<file path="src/rtl/sevenseg_scan_ctrl.sv">
// Multiplexed seven-segment scan controller: frame-boundary snapshot, leading-zero
// blanking, per-digit dp/enable, PWM brightness with a dark guard cycle per slot.
module sevenseg_scan_ctrl #(
  parameter int unsigned NUM_DIGITS = 8,
  parameter int unsigned DIM_BITS   = 3,
  parameter bit          ACTIVE_LOW = 1'b1
) (
  input  logic                      clk_7seg,
  input  logic                      Rst,
  input  logic [4*NUM_DIGITS-1:0]   value,
  input  logic [NUM_DIGITS-1:0]     dp_in,
  input  logic [NUM_DIGITS-1:0]     digit_en,
  input  logic                      blank_lz,
  input  logic [DIM_BITS-1:0]       brightness,
  input  logic                      freeze,
  output logic [NUM_DIGITS-1:0]     an_out,
  output logic [6:0]                sev_out,
  output logic                      dp_out,
  output logic                      frame_done
);

  localparam int unsigned IDX_W    = (NUM_DIGITS > 1) ? $clog2(NUM_DIGITS) : 1;
  localparam int unsigned VAL_W    = 4 * NUM_DIGITS;
  localparam logic [DIM_BITS-1:0] SLOT_MAX = '1;
  localparam logic [IDX_W-1:0]    DIG_LAST = IDX_W'(NUM_DIGITS - 1);

  logic [DIM_BITS-1:0]   slot_q, slot_d;
  logic [IDX_W-1:0]      dig_q, dig_d;
  logic [DIM_BITS-1:0]   bright_q, bright_d;
  logic [VAL_W-1:0]      snap_val_q, snap_val_d;
  logic [NUM_DIGITS-1:0] snap_dp_q, snap_dp_d;
  logic [NUM_DIGITS-1:0] snap_en_q, snap_en_d;
  logic                  snap_blz_q, snap_blz_d;
  logic [NUM_DIGITS-1:0] an_q, an_d;
  logic [6:0]            sev_q, sev_d;
  logic                  dp_q, dp_d;
  logic                  fd_q, fd_d;

  logic                  boundary_c;
  logic                  blank_c;
  logic                  lit_c;
  logic [3:0]            nib_c;
  logic [NUM_DIGITS-1:0] upper_zero_c;
  logic [NUM_DIGITS-1:0] an_hi_c;
  logic [6:0]            sev_hi_c;
  logic                  dp_hi_c;

  // Active-low abcdefg pattern for one hex nibble.
  function automatic logic [6:0] seg_decode(input logic [3:0] nib);
    logic [6:0] pat;
    case (nib)
      4'h0:    pat = 7'b0000001;
      4'h1:    pat = 7'b1001111;
      4'h2:    pat = 7'b0010010;
      4'h3:    pat = 7'b0000110;
      4'h4:    pat = 7'b1001100;
      4'h5:    pat = 7'b0100100;
      4'h6:    pat = 7'b0100000;
      4'h7:    pat = 7'b0001111;
      4'h8:    pat = 7'b0000000;
      4'h9:    pat = 7'b0000100;
      4'hA:    pat = 7'b0001000;
      4'hB:    pat = 7'b1100000;
      4'hC:    pat = 7'b0110001;
      4'hD:    pat = 7'b1000010;
      4'hE:    pat = 7'b0110000;
      default: pat = 7'b0111000;
    endcase
    return pat;
  endfunction

  // upper_zero_c[d]: nibbles d..NUM_DIGITS-1 of the snapshot are all zero.
  always_comb begin
    logic acc;
    acc          = 1'b1;
    upper_zero_c = '0;
    for (int i = NUM_DIGITS - 1; i >= 0; i--) begin
      acc             = acc & (snap_val_q[4*i +: 4] == 4'h0);
      upper_zero_c[i] = acc;
    end
  end

  // Scan counters, snapshot capture and per-slot brightness latch.
  always_comb begin
    slot_d     = slot_q + DIM_BITS'(1);
    dig_d      = dig_q;
    bright_d   = bright_q;
    snap_val_d = snap_val_q;
    snap_dp_d  = snap_dp_q;
    snap_en_d  = snap_en_q;
    snap_blz_d = snap_blz_q;
    boundary_c = (dig_q == DIG_LAST) && (slot_q == SLOT_MAX);

    if (slot_q == SLOT_MAX) begin
      dig_d = (dig_q == DIG_LAST) ? '0 : dig_q + IDX_W'(1);
    end
    if (slot_q == '0) begin
      bright_d = brightness;
    end
    if (boundary_c && !freeze) begin
      snap_val_d = value;
      snap_dp_d  = dp_in;
      snap_en_d  = digit_en;
      snap_blz_d = blank_lz;
    end
  end

  // Lit decision and output drive, formed high-true then polarity-adjusted.
  always_comb begin
    nib_c    = snap_val_q[{dig_q, 2'b00} +: 4];
    blank_c  = snap_blz_q && (dig_q != '0) && upper_zero_c[dig_q];
    lit_c    = snap_en_q[dig_q] && !blank_c && (slot_q != '0) && (slot_q <= bright_q);
    an_hi_c  = '0;
    sev_hi_c = '0;
    dp_hi_c  = 1'b0;
    if (lit_c) begin
      an_hi_c[dig_q] = 1'b1;
      sev_hi_c       = ~seg_decode(nib_c);
      dp_hi_c        = snap_dp_q[dig_q];
    end
    an_d  = an_hi_c ^ {NUM_DIGITS{ACTIVE_LOW}};
    sev_d = sev_hi_c ^ {7{ACTIVE_LOW}};
    dp_d  = dp_hi_c ^ ACTIVE_LOW;
    fd_d  = boundary_c;
  end

  always_ff @(posedge clk_7seg) begin
    if (Rst) begin
      slot_q     <= '0;
      dig_q      <= '0;
      bright_q   <= '0;
      snap_val_q <= '0;
      snap_dp_q  <= '0;
      snap_en_q  <= '1;
      snap_blz_q <= 1'b0;
      an_q       <= {NUM_DIGITS{ACTIVE_LOW}};
      sev_q      <= {7{ACTIVE_LOW}};
      dp_q       <= ACTIVE_LOW;
      fd_q       <= 1'b0;
    end else begin
      slot_q     <= slot_d;
      dig_q      <= dig_d;
      bright_q   <= bright_d;
      snap_val_q <= snap_val_d;
      snap_dp_q  <= snap_dp_d;
      snap_en_q  <= snap_en_d;
      snap_blz_q <= snap_blz_d;
      an_q       <= an_d;
      sev_q      <= sev_d;
      dp_q       <= dp_d;
      fd_q       <= fd_d;
    end
  end

  assign an_out     = an_q;
  assign sev_out    = sev_q;
  assign dp_out     = dp_q;
  assign frame_done = fd_q;

endmodule

</file>
<file path="config.mk">
export PLATFORM = sky130hd
export DESIGN_NAME = sevenseg_scan_ctrl
export DESIGN_NICKNAME = d
export VERILOG_FILES = /design/src/rtl/sevenseg_scan_ctrl.sv
export SDC_FILE = /design/constraint.sdc
export NUM_CORES = 1
export LEC_CHECK = 0
export CAP_MARGIN = 5
export CELL_PAD_IN_SITES_DETAIL_PLACEMENT = 0
export CELL_PAD_IN_SITES_GLOBAL_PLACEMENT = 1
export CORE_MARGIN = 3
export CORE_UTILIZATION = 34
export DETAILED_ROUTE_END_ITERATION = 8
export GPL_ROUTABILITY_DRIVEN = 0
export PLACE_DENSITY_LB_ADDON = 0.1
export SKIP_CTS_REPAIR_TIMING = 1
export SLEW_MARGIN = 20
export SYNTH_ARGS = -nofsm -noshare
export SYNTH_HDL_FRONTEND = slang
export SYNTH_SLANG_ARGS = --single-unit
</file>
<file path="constraint.sdc">
create_clock -name clk_7seg -period 2.2 [get_ports clk_7seg]
set_clock_uncertainty 0.05 [all_clocks]
set_input_delay 0.55 -clock clk_7seg [delete_from_list [all_inputs] [get_ports clk_7seg]]
set_output_delay 0.55 -clock clk_7seg [all_outputs]
set_load 0.05 [all_outputs]
</file>
== Word-level counts from Yosys, hierarchy flattened ==
Memory sizes are Yosys's and may differ from the RTL's.
Cells that the tools add are included.
Storage, ports and cells
  output and inout bits: 17
  register bits: 75
  bits in read-only memories: 112
  input port bits: 55
  word-level logic and storage cells: 65
  memories kept: 1
Operators by class
  reduce and logical (&&, ||, !) cells: 21
  order comparisons: 3
  equality and inequality tests: 2
  shift operators: 1
  add/sub/neg operators: 2
  bitwise logic cells: 11
  multiplexer cells: 13
Memories
  (no name shown): words 16, width 7, read ports 1, clocked after memory_dff 0, write ports 0, RTL line 51  | case (nib)
Operators with widths (count)
  $logic_not A4 Y1: 8
  $shiftx A32 B6 Y4: 1
  $mux W7: 2
  $not A7 Y7: 2
  $bmux W1 S3: 3
  $logic_and A1 B1 Y1: 8
  $mux W8: 1
  $not A8 Y8: 1
  $and A1 B1 Y1: 7
  $add A3 B1 Y3 const B: 2
  $eq A3 B3 Y1 const B: 2
  $reduce_bool A3 Y1: 2
  $mux W1: 5
  $lt A3 B4 Y1 const B: 1
  $demux W1 S3: 1
  $ge A3 B1 Y1 const B: 1
  $le A3 B3 Y1: 1
  $logic_not A3 Y1: 1
  $mux W3: 1
  $logic_not A1 Y1: 2
  $not A1 Y1: 1

== Logic depth before layout (Yosys ltp) ==
Gate-level depths: netlist of run 1.
  word-level depth: 19
  depth in mapped cells: 13
  mapped depth without buffers: 11

== Worst setup path before layout of run 1 ==
OpenSTA, ideal clock, no wires.
  kind: register -> register
  from: register dig_q[0]
  to: register sev_q[1] (netlist: sev_out[1])
  clock period less this slack: 2.173 ns
  required time: 2.009 ns
  arrival time: 1.982 ns
  setup time: 0.141 ns
  path buffers: 2
  stages on the path, launching flop included: 14
  path slack: 0.027 ns
  cells stage by stage: dfxtp_1 -> buf_6 -> buf_6 -> mux2i_1 -> nor2_1 -> a21oi_1 -> o21ai_0 -> a21oi_1 -> inv_1 -> ha_1 -> inv_1 -> a21oi_1 -> a21oi_1 -> o221ai_1
On the way
  longest elaborated chain between the ends: 9
  elaborated cells between the ends (all ways): 17
  those cells by class: 1 x shift; 6 x mux; 2 x bitwise; 7 x reduce/logical; 1 x memory
RTL lines
  start, declared: RTL line 28  | logic [IDX_W-1:0] dig_q, dig_d;
  start signal, assigned: RTL line 142  | dig_q <= dig_d;
  parallel branches: the longest is 7 deep, another holds $mem_v2 Z16 W7
  $mux W7 (*): RTL line 116  | if (lit_c) begin
  $not A7 Y7 (no source line) (*)
  end signal, assigned: RTL line 137  | sev_q <= {7{ACTIVE_LOW}};
  end signal, assigned: RTL line 149  | sev_q <= sev_d;
  end, declared: RTL line 35  | logic [6:0] sev_q, sev_d;
Every way passes the cells marked *. The select of a mux whose other input is x is not followed.
A chain may end at the register's enable or synchronous reset.

== Worst setup path in the final report of run 1 ==
  from: register an_q[1] (netlist: an_out[1])
  to: output an_out[1]
RTL lines
  start, declared: RTL line 34  | logic [NUM_DIGITS-1:0] an_q, an_d;
  start signal, assigned: RTL line 136  | an_q <= {NUM_DIGITS{ACTIVE_LOW}};
  start signal, assigned: RTL line 148  | an_q <= an_d;
  end, declared: RTL line 16  | output logic [NUM_DIGITS-1:0] an_out,
No word-level cell between the ends.

==> summary.md, run 1 <==
| Metric | Value |
|---|---|
| Outcome | `complete, no violations` |
| Worst-margin pin slew | `0.590 ns` |
| Gr usage total | `16.1%` |
| Crit Path Class | `reg -> out` |
| Crit-path max cell delay | `0.80 ns` |
| Synth unique cells | `45` |
| Port Buffers | `71` |
| Synth Instances | `407` |
| Clock slew at reported path FFs | `0.08 ns` |
| CTS root buffer | `clkbuf_8` |
| Row cnt | `36` |
| Top cell type's share of synthesized area | `43.2%` |
| Vias in the first global route | `3015` |
| FMAX | `483 MHz` |
| Die H | `107 um` |
| Vias per inst | `4.81` |
| Vias | `3062` |
| DIE AREA | `11500 sq um` |
| Pwr Density | `576 nW/um^2` |
| Post-synth EDFFs | `0` |
| Most common cell in the netlist | `nand2_1` |
| Drt pass-1 iters | `4` |
| Type of origin of the critical path | `flip-flop` |
| Htree depth | `3` |
| Core ar. | `9860 sq um` |
| Maximum vdd drop | `0.000259 V` |
| Initial DRC Count | `133` |
| ANT cells | `0` |
| First-pass GRT wire length | `14700 um` |
| Synth top cells by count | `nand2_1, dfxtp_1, a21oi_1` |
| Max-slew violations | `0` |
| Worst Path Arrival | `1.47 ns` |
| Max FO, Critical Path | `1` |
| Unrepaired setup endpoints after global routing | `no` |
| Die width | `107 um` |
| Ys flop type | `dfxtp_1` |
| Initial Util | `35.2%` |
| Async S/R FF share, synth | `0%` |
| Residual DRC count | `0` |
| HP Class | `reg -> reg` |
| Mapped cell area | `3470 sq um` |
| Crit-path cells | `clkdlybuf4s50_1` |
| Setup violators final | `0` |
| Yosys reg bits | `75` |
| CP max stage cell | `clkdlybuf4s50_1` |
| Hold Vio Cnt, Final | `0` |
| CTS max path bufs | `2` |
| Lkg Pwr | `1.74 nW` |
| Synthesized area per cell | `8.53 sq um` |
| R2R Setup Slk | `0.14 ns` |
| Net count, final | `569` |
| Data required time of the worst path | `1.60 ns` |
| Crit path buf inv count | `1` |
| Syn nets | `477` |
| Final min period | `2.07 ns` |
| YS warnings | `0` |
| Post-DP HPWL | `6790 um` |
| Routed Antenna Nets | `0` |
| I/O Pins | `72` |
| Worst setup EP type | `output port` |
| Fillers | `981` |
| Largest net degree at the start of global routing | `60` |
| Initial antenna violation count | `0` |
| GRT overflow | `0` |
| Top Family by Delay on Critical Path | `buffers and inverters` |
| Final Hold Slack | `0.408 ns` |
| DR WL/cell | `13.8 um` |
| Final Core Density | `48.3%` |
| CTS tree | `built` |
| Clk_lat worst skew | `0.34 ns` |
| Period Utilization, post-route | `94.1%` |
| Synth area leaders | `dfxtp_1, nand2_1, a21oi_1, ha_1, mux2i_1` |
| Share of cells above drive strength 1 | `15.3%` |
| CTS Buf Count | `9` |
| Layout area overhead | `37.2%` |
| Sequential cell area fraction in the yosys report | `43.2%` |
| Area leader, netlist | `dfxtp_1` |
| Clock Sink Count | `75` |
| DRT Wirelength | `8790 um` |
| Worst slew margin | `60.7%` |
| Max Cap Violations | `0` |
[final cells by class]
type                       count  area [sq um]  share of cell area (%)
multi-input combinational    294          1820                    38.1
sequential                    75          1510                    31.8
timing repair buffer         108          1030                    21.7
tap                          133           166                    3.49
clock buffer                  11           141                    2.97
clock inverter                 4          51.3                    1.08
inverter                      11          41.3                   0.867
[routing by layer]
layer	track usage, %	vias to the layer above	wire length, um
li1	-	1589	-
met2	25.6	69	4070
met1	21.4	1389	4180
met5	0	-	0
met4	5.48	0	155
met3	3.85	15	383
[where the power goes]
part	switching [mW]	internal [mW]
sequential	0.0103	1.38
clock	0.486	0.549
combinational	0.152	0.164
total	0.647	2.10
[worst reg2reg max path: stages, from the launching register on]
cell,delay [ns]
dfxtp_1,0.31
inv_1,0.05
ha_1,0.28
nor2b_1,0.13
o21ai_0,0.14
a32oi_1,0.11
a211oi_2,0.27
a21boi_4,0.37
o221ai_1,0.19
[cells in the final DEF, fill, tap and decap left out, types with 2 or more instances in the layout]
cell type          n
nand2_1          112
dfxtp_1           72
clkdlybuf4s50_1   70
a21oi_1           48
buf_4             33
nor2_1            16
ha_1              15
mux2i_1           13
inv_1             10
clkbuf_8          10
nand3b_1           9
nor4_1             7
nand3_1            7
o211ai_1           6
o21ai_0            5
o221ai_1           5
nand2b_1           4
a211o_1            4
or2_2              4
nor2b_1            4
buf_12             4
o22ai_1            3
dfxtp_4            3
nor3_1             2
a21oi_2            2
a211oi_2           2
mux2_2             2
mux4_1             2
mux4_2             2
[flip-flops by register name (all words and copies together) (netlist names), 3 cells and up]
register    count
an_out          8
bright_q        3
dig_q           3
sev_out         7
slot_q          3
snap_dp_q       8
snap_en_q       8
snap_val_q     32
[per-stage QoR]
step / TNS (ns) / cell area [sq um] / total power, mW / setup slack (ns) / cells
final: 0 / 4760 / 2.74 / 0.130 / 636
after detailed placement: -0.0399 / 4530 / 1.74 / -0.0344 / 620
after global routing: 0 / 4760 / 2.86 / 0.00214 / 636
after global placement: 0 / 4530 / 1.74 / 0.0372 / 620
after CTS: -0.112 / 4720 / 2.78 / -0.0677 / 635
after floorplan: 0 / 3470 / 1.58 / 0.0271 / 407
[cell families (layout without fill, tap and decap cells)]
logic type | count (synthesis) | after routing | share of synthesized area (%)
adders and majority gates | 15 | 15 | 5.41
buffers and inverters | 38 | 134 | 5.41
muxes | 21 | 21 | 8.14
DFF | 75 | 75 | 43.2
xor gates and xnor gates | 1 | 1 | 0.469
and+or+nand+nor | 172 | 172 | 21.8
AOI/OAI and AO/OA | 85 | 85 | 15.5
[final timing paths]
check / to / start / depth (start not counted)
worst max-delay path: an_out[1] / an_out[1]$_SDFF_PP1_ / 1
worst min-delay path: snap_dp_q[7]$_SDFFE_PP0P_ / snap_dp_q[7]$_SDFFE_PP0P_ / 2
worst max register to register: sev_out[5]$_SDFF_PP1_ / bright_q[1]$_SDFFE_PP0P_ / 8
worst min register to register: snap_dp_q[7]$_SDFFE_PP0P_ / snap_dp_q[7]$_SDFFE_PP0P_ / 2
(Power assumes the default switching activity.)
==> run 2, diff against run 1 <==
--- a/config.mk
+++ b/config.mk
@@ -8,7 +8,7 @@
 export CAP_MARGIN = 5
 export CELL_PAD_IN_SITES_DETAIL_PLACEMENT = 0
 export CELL_PAD_IN_SITES_GLOBAL_PLACEMENT = 1
-export CORE_MARGIN = 3
+export CORE_MARGIN = 5
 export CORE_UTILIZATION = 34
 export DETAILED_ROUTE_END_ITERATION = 8
 export GPL_ROUTABILITY_DRIVEN = 0
==> summary.md, run 2 (same netlist as run 1, synthesis figures left out) <==
| Metric | Value |
|---|---|
| Max-slew violations | `0` |
| Worst setup EP type | `flip-flop` |
| Min-Delay Path Depth | `1` |
| CTS max path bufs | `2` |
| Vias per inst | `4.83` |
| DRT Wirelength | `9130 um` |
| Worst Path Arrival | `2.26 ns` |
| Type of origin of the critical path | `flip-flop` |
| Biggest register | `snap_val_q` |
| Htree depth | `3` |
| Pwr Total | `2.76 mW` |
| FMAX | `482 MHz` |
| Hold Vio Cnt, Final | `0` |
| Worst-margin pin slew | `0.606 ns` |
| GRT overflow | `0` |
| Final min period | `2.08 ns` |
| DR WL/cell | `14.4 um` |
| Routed Antenna Nets | `0` |
| CTS root buffer | `clkbuf_8` |
| Layout area overhead | `37.4%` |
| Vias | `3067` |
| Pwr Density | `579 nW/um^2` |
| Setup violators final | `0` |
| Clock slew at reported path FFs | `0.08 ns` |
| Initial antenna violation count | `0` |
| Core ar. | `9860 sq um` |
| Lkg Pwr | `1.73 nW` |
| Data required time of the worst path | `2.38 ns` |
| Register area | `1510 sq um` |
| Max reg flops | `32` |
| First-pass GRT wire length | `14900 um` |
| Port Buffers | `71` |
| CTS tree | `built` |
| Gr usage total | `14.7%` |
| Clk_lat worst skew | `0.35 ns` |
| Die width | `111 um` |
| Residual DRC count | `0` |
| Post-DP HPWL | `6850 um` |
| Period Utilization, post-route | `94.4%` |
| Clock Sink Count | `75` |
| Net count, final | `567` |
| Worst slew margin | `59.6%` |
| Fillers | `1006` |
| Maximum vdd drop | `0.000216 V` |
| Initial Util | `35.2%` |
| Max FO, Critical Path | `11` |
| Most common cell after layout, fill and taps aside | `nand2_1` |
| Drt pass-1 iters | `4` |
| Vias in the first global route | `3039` |
| Unrepaired setup endpoints after global routing | `no` |
| Largest net degree at the start of global routing | `60` |
| HP Class | `reg -> reg` |
| TNS Setup | `0 ns` |
| Die H | `111 um` |
| I/O Pins | `72` |
| Initial DRC Count | `118` |
| Share of cells above drive strength 1 | `14.7%` |
| Most frequent cells in the layout | `nand2_1, dfxtp_1, clkdlybuf4s50_1` |
| Row cnt | `36` |
| Footprint of the multi-input gates | `1830 sq um` |
| Crit Path Class | `reg -> reg` |
| Worst-case reg-to-reg path depth | `8` |
| ANT cells | `0` |
| CTS Buf Count | `9` |
| DIE AREA | `12300 sq um` |
| Outcome | `complete, no violations` |
| Max Cap Violations | `0` |
==> run 2: path summary, 6_finish.rpt <==
kind | to | slack, ns | startpoint
max | an_out[7]$_SDFF_PP1_ | 0.12 | dig_q[0]$_SDFFE_PP0N_
min | slot_q[0]$_SDFF_PP0_ | 0.40 | slot_q[0]$_SDFF_PP0_
max reg2reg | an_out[7]$_SDFF_PP1_ | 0.12 | dig_q[0]$_SDFFE_PP0N_
min reg2reg | slot_q[0]$_SDFF_PP0_ | 0.40 | slot_q[0]$_SDFF_PP0_
==> run 2: cell type report <==
cell class	count	share of cell area, %
multi-input combinational	295	38.3
sequential	75	31.7
timing repair buffer	105	21.5
tap	133	3.49
clock buffer	10	2.68
clock inverter	6	1.39
inverter	11	0.865
==> run 2: stage by stage <==
stage	hold slack, ns	instance area (sq um)	setup slack [ns]	utilization, %	cells
after floorplan	0.367	3470	0.0271	-	407
after global routing	0.426	4770	0.00739	48.4	635
after CTS	0.410	4710	-0.0782	47.7	633
after detailed placement	0.395	4520	-0.0719	45.8	617
final	0.405	4770	0.123	48.4	635
after global placement	0.382	4520	-0.0350	45.8	617
==> run 2: per-layer routing <==
metal	global-route usage (%)	routed length [um]	part of all wire, %
met1	19.3	4420	48
met2	23.3	4200	46
met3	3.33	322	3.5
met4	6.00	190	2.1
met5	0	0	0
==> run 2: critical path, stage by stage (launching register included) <==
cell      delay [ns]
dfxtp_4         0.37
buf_12          0.14
nand2b_1        0.17
buf_4           0.15
o32ai_1         0.21
nor2_1          0.07
and4_2          0.28
nand3b_1        0.21
or2_2           0.31
==> run 2: report_power, final <==
| part | switching (mW) | internal, mW | total (mW) |
|---|---|---|---|
| registers | 0.00987 | 1.38 | 1.39 |
| logic | 0.158 | 0.171 | 0.330 |
| clock network | 0.518 | 0.524 | 1.04 |
| total | 0.686 | 2.08 | 2.76 |
==> variant: new RTL, config.mk and constraints of run 2 <==
`ACTIVE_LOW`: 1'b1 -> 1'b0.
--- a/src/rtl/sevenseg_scan_ctrl.sv
+++ b/src/rtl/sevenseg_scan_ctrl.sv
@@ -4,5 +4,5 @@
   parameter int unsigned NUM_DIGITS = 8,
   parameter int unsigned DIM_BITS   = 3,
-  parameter bit          ACTIVE_LOW = 1'b1
+  parameter bit          ACTIVE_LOW = 1'b0
 ) (
   input  logic                      clk_7seg,
Behaviour: not the same (a bounded check fails within 4 cycles, from zero or initial values and one cycle with Rst high).
==> variant against run 2 <==
- synthesized cell count fell by 1.5%
- design area rose by 0.26%
- area after synthesis rose by 1.3%
- routed wire length fell by 4.5%
- first-iteration DRC count fell by 5.1%
- global-route usage fell by 0.86 points
- combinational power rose by 2%
- setup slack got worse by 35 ps
- hold slack improved by 2.8 ps
- utilization fell by 1.4 points
- sequential cell count did not move
- count of clock-buffer cells in the layout rose by 2
- power rose by 6.0%
- largest cell class unchanged
==> variant: results (changes against run 2) <==
[setup_path]
r2r_slack_ps=90  ; -30 ps
worstRegToRegCells=6  ; -2
crit_fanout=6  ; -5
worstPathArrival_ps=2350  ; +90 ps

[yosys]
synth_area_leaders=sky130_fd_sc_hd__dfxtp_1 (43%), sky130_fd_sc_hd__nand2_1 (12%), sky130_fd_sc_hd__a21oi_1 (6.7%)
yosys_warnings=0  ; unchanged
async_reset_ff_share_pct=0  ; unchanged
fraction_of_the_yosys_area_taken_by_sequential_cells_pct=42.7  ; -0.54 points
syn_inst=401  ; -1.5%
postSynthNetCount=472  ; -1.0%
ys_top_cells_by_count=sky130_fd_sc_hd__nand2_1 (108), sky130_fd_sc_hd__dfxtp_1 (75), sky130_fd_sc_hd__a21oi_1 (47), sky130_fd_sc_hd__nor2_1 (22), sky130_fd_sc_hd__clkbuf_1 (18)
ys_types=51  ; +13%

[drt]
drtPass1Iterations=4  ; unchanged
routed_via_density=4.81  ; -0.45%
postRouteWirelength_um=8720  ; -4.5%
dr.first_iter.drc_count=112  ; -5.1%
detail_route.wl_per_cell_um=14.1  ; -2.2%

[final_layout]
antenna-diode-count=0  ; unchanged
largest_register_ff_count=32  ; unchanged
fin_nets=550  ; -3.0%
largest_register=snap_val_q
fraction_of_layout_cells_with_a_size_suffix_above_1_pct=15.3  ; +0.55 points

[placement]
placement.io_buffers=71  ; unchanged
dpl.hpwl_um=6490  ; -5.2%
number_of_cells_after_detailed_placement=601  ; -2.6%

[grt]
total_global_route_track_usage_pct=13.8  ; -0.86 points
first_global_vias=2891  ; -4.9%
grt_start_max_net_pins=60  ; unchanged
first_pass_grt_wire_length_um=14000  ; -6.3%
antenna_found_initial=0  ; unchanged

[power_and_ir_drop]
p_leak_nw=1.68  ; -2.4%
vdd.ir_drop.worst_uv=368  ; +70%

[clock_network]
cts_buffer_depth=2  ; unchanged
clk_pin_slew_ps=80  ; about the same
cts.htree.levels=3  ; unchanged
clk_root_buffer_cell=sky130_fd_sc_hd__clkbuf_8
cts-buffers-inserted=9  ; unchanged
clock_latency_ps=350  ; about the same

[min_path]
worst_hold_path.num_cells=2  ; +1
hp-class=flip-flop to flip-flop

[run_status]
status=finished, final reports clean

[sta]
max-slew-margin-rel_pct=59.7  ; +0.089 points

==> variant: cell types whose count changed in the layout (fill, tap and decap cells not counted), moves of 3 or more <==
cell and delta:
sky130_fd_sc_hd__buf_4 -11, sky130_fd_sc_hd__nor3_2 +7, sky130_fd_sc_hd__nor2_1 +5, sky130_fd_sc_hd__o211ai_1 -5, sky130_fd_sc_hd__a211o_1 -4, sky130_fd_sc_hd__mux2i_1 -4
sky130_fd_sc_hd__nand2_1 -4, sky130_fd_sc_hd__nand3_1 -4, sky130_fd_sc_hd__o221ai_1 -4, sky130_fd_sc_hd__inv_1 -3, sky130_fd_sc_hd__mux4_2 +3
==> variant: stage by stage <==
stage	TNS [ps]	worst slack (ps)	instance area (um^2)	power, W	hold slack [ps]
floorplan	-29.2	-29.2	3540	0.00160	367
global placement	0	53.9	4480	0.00177	385
detailed placement	0	3.23	4480	0.00177	391
CTS	-18.8	-18.8	4710	0.00299	406
global route	-23.7	-23.7	4780	0.00306	428
finish	0	88.8	4780	0.00293	407
==> variant: cell families after synthesis <==
| kind of cell | share of synthesized area (%) |
|---|---|
| buf+inv | 5.55 |
| mux | 8.33 |
| fa+ha+maj | 5.69 |
| flops | 42.7 |
| compound gates | 14.4 |
| simple gates | 23.3 |
==> variant: area by class of cell <==
type,count,area (um^2)
sequential,75,1510
timing repair buffer,95,960
inverter,10,40.0
clock inverter,4,72.6
fill,1057,5400
clock buffer,12,155
tap,136,170
multi-input combinational,288,1880
==> variant: routing by layer <==
layer | vias to the layer above | routed length, um | GRT usage (%)
met3 | 10 | 294 | 3.15
li1 | 1530 | - | -
met4 | 0 | 99 | 4.62
met1 | 1385 | 3940 | 17.6
met5 | - | 0 | 0
met2 | 56 | 4390 | 23.2
==> variant: final timing paths <==
| path | start | end |
|---|---|---|
| setup / recovery | dig_q[0] | sev_out[3] |
| hold / removal | snap_dp_q[4] | snap_dp_q[4] |
| setup reg to reg | dig_q[0] | sev_out[3] |
| hold reg to reg | snap_dp_q[4] | snap_dp_q[4] |
==> variant: report_power, final <==
| group | switching [W] | internal [W] | total [W] |
|---|---|---|---|
| Combinational | 0.000163 | 0.000175 | 0.000337 |
| Sequential | 0.0000109 | 0.00138 | 0.00140 |
| Clock | 0.000497 | 0.000699 | 0.00120 |
| Total | 0.000670 | 0.00226 | 0.00293 |
==> variant: critical path, stage by stage (launching register included) <==
cell	delay [ps]
sky130_fd_sc_hd__dfxtp_4	400
sky130_fd_sc_hd__mux4_2	530
sky130_fd_sc_hd__mux2i_4	230
sky130_fd_sc_hd__inv_2	110
sky130_fd_sc_hd__ha_2	190
sky130_fd_sc_hd__mux4_2	440
sky130_fd_sc_hd__nor2_1	90
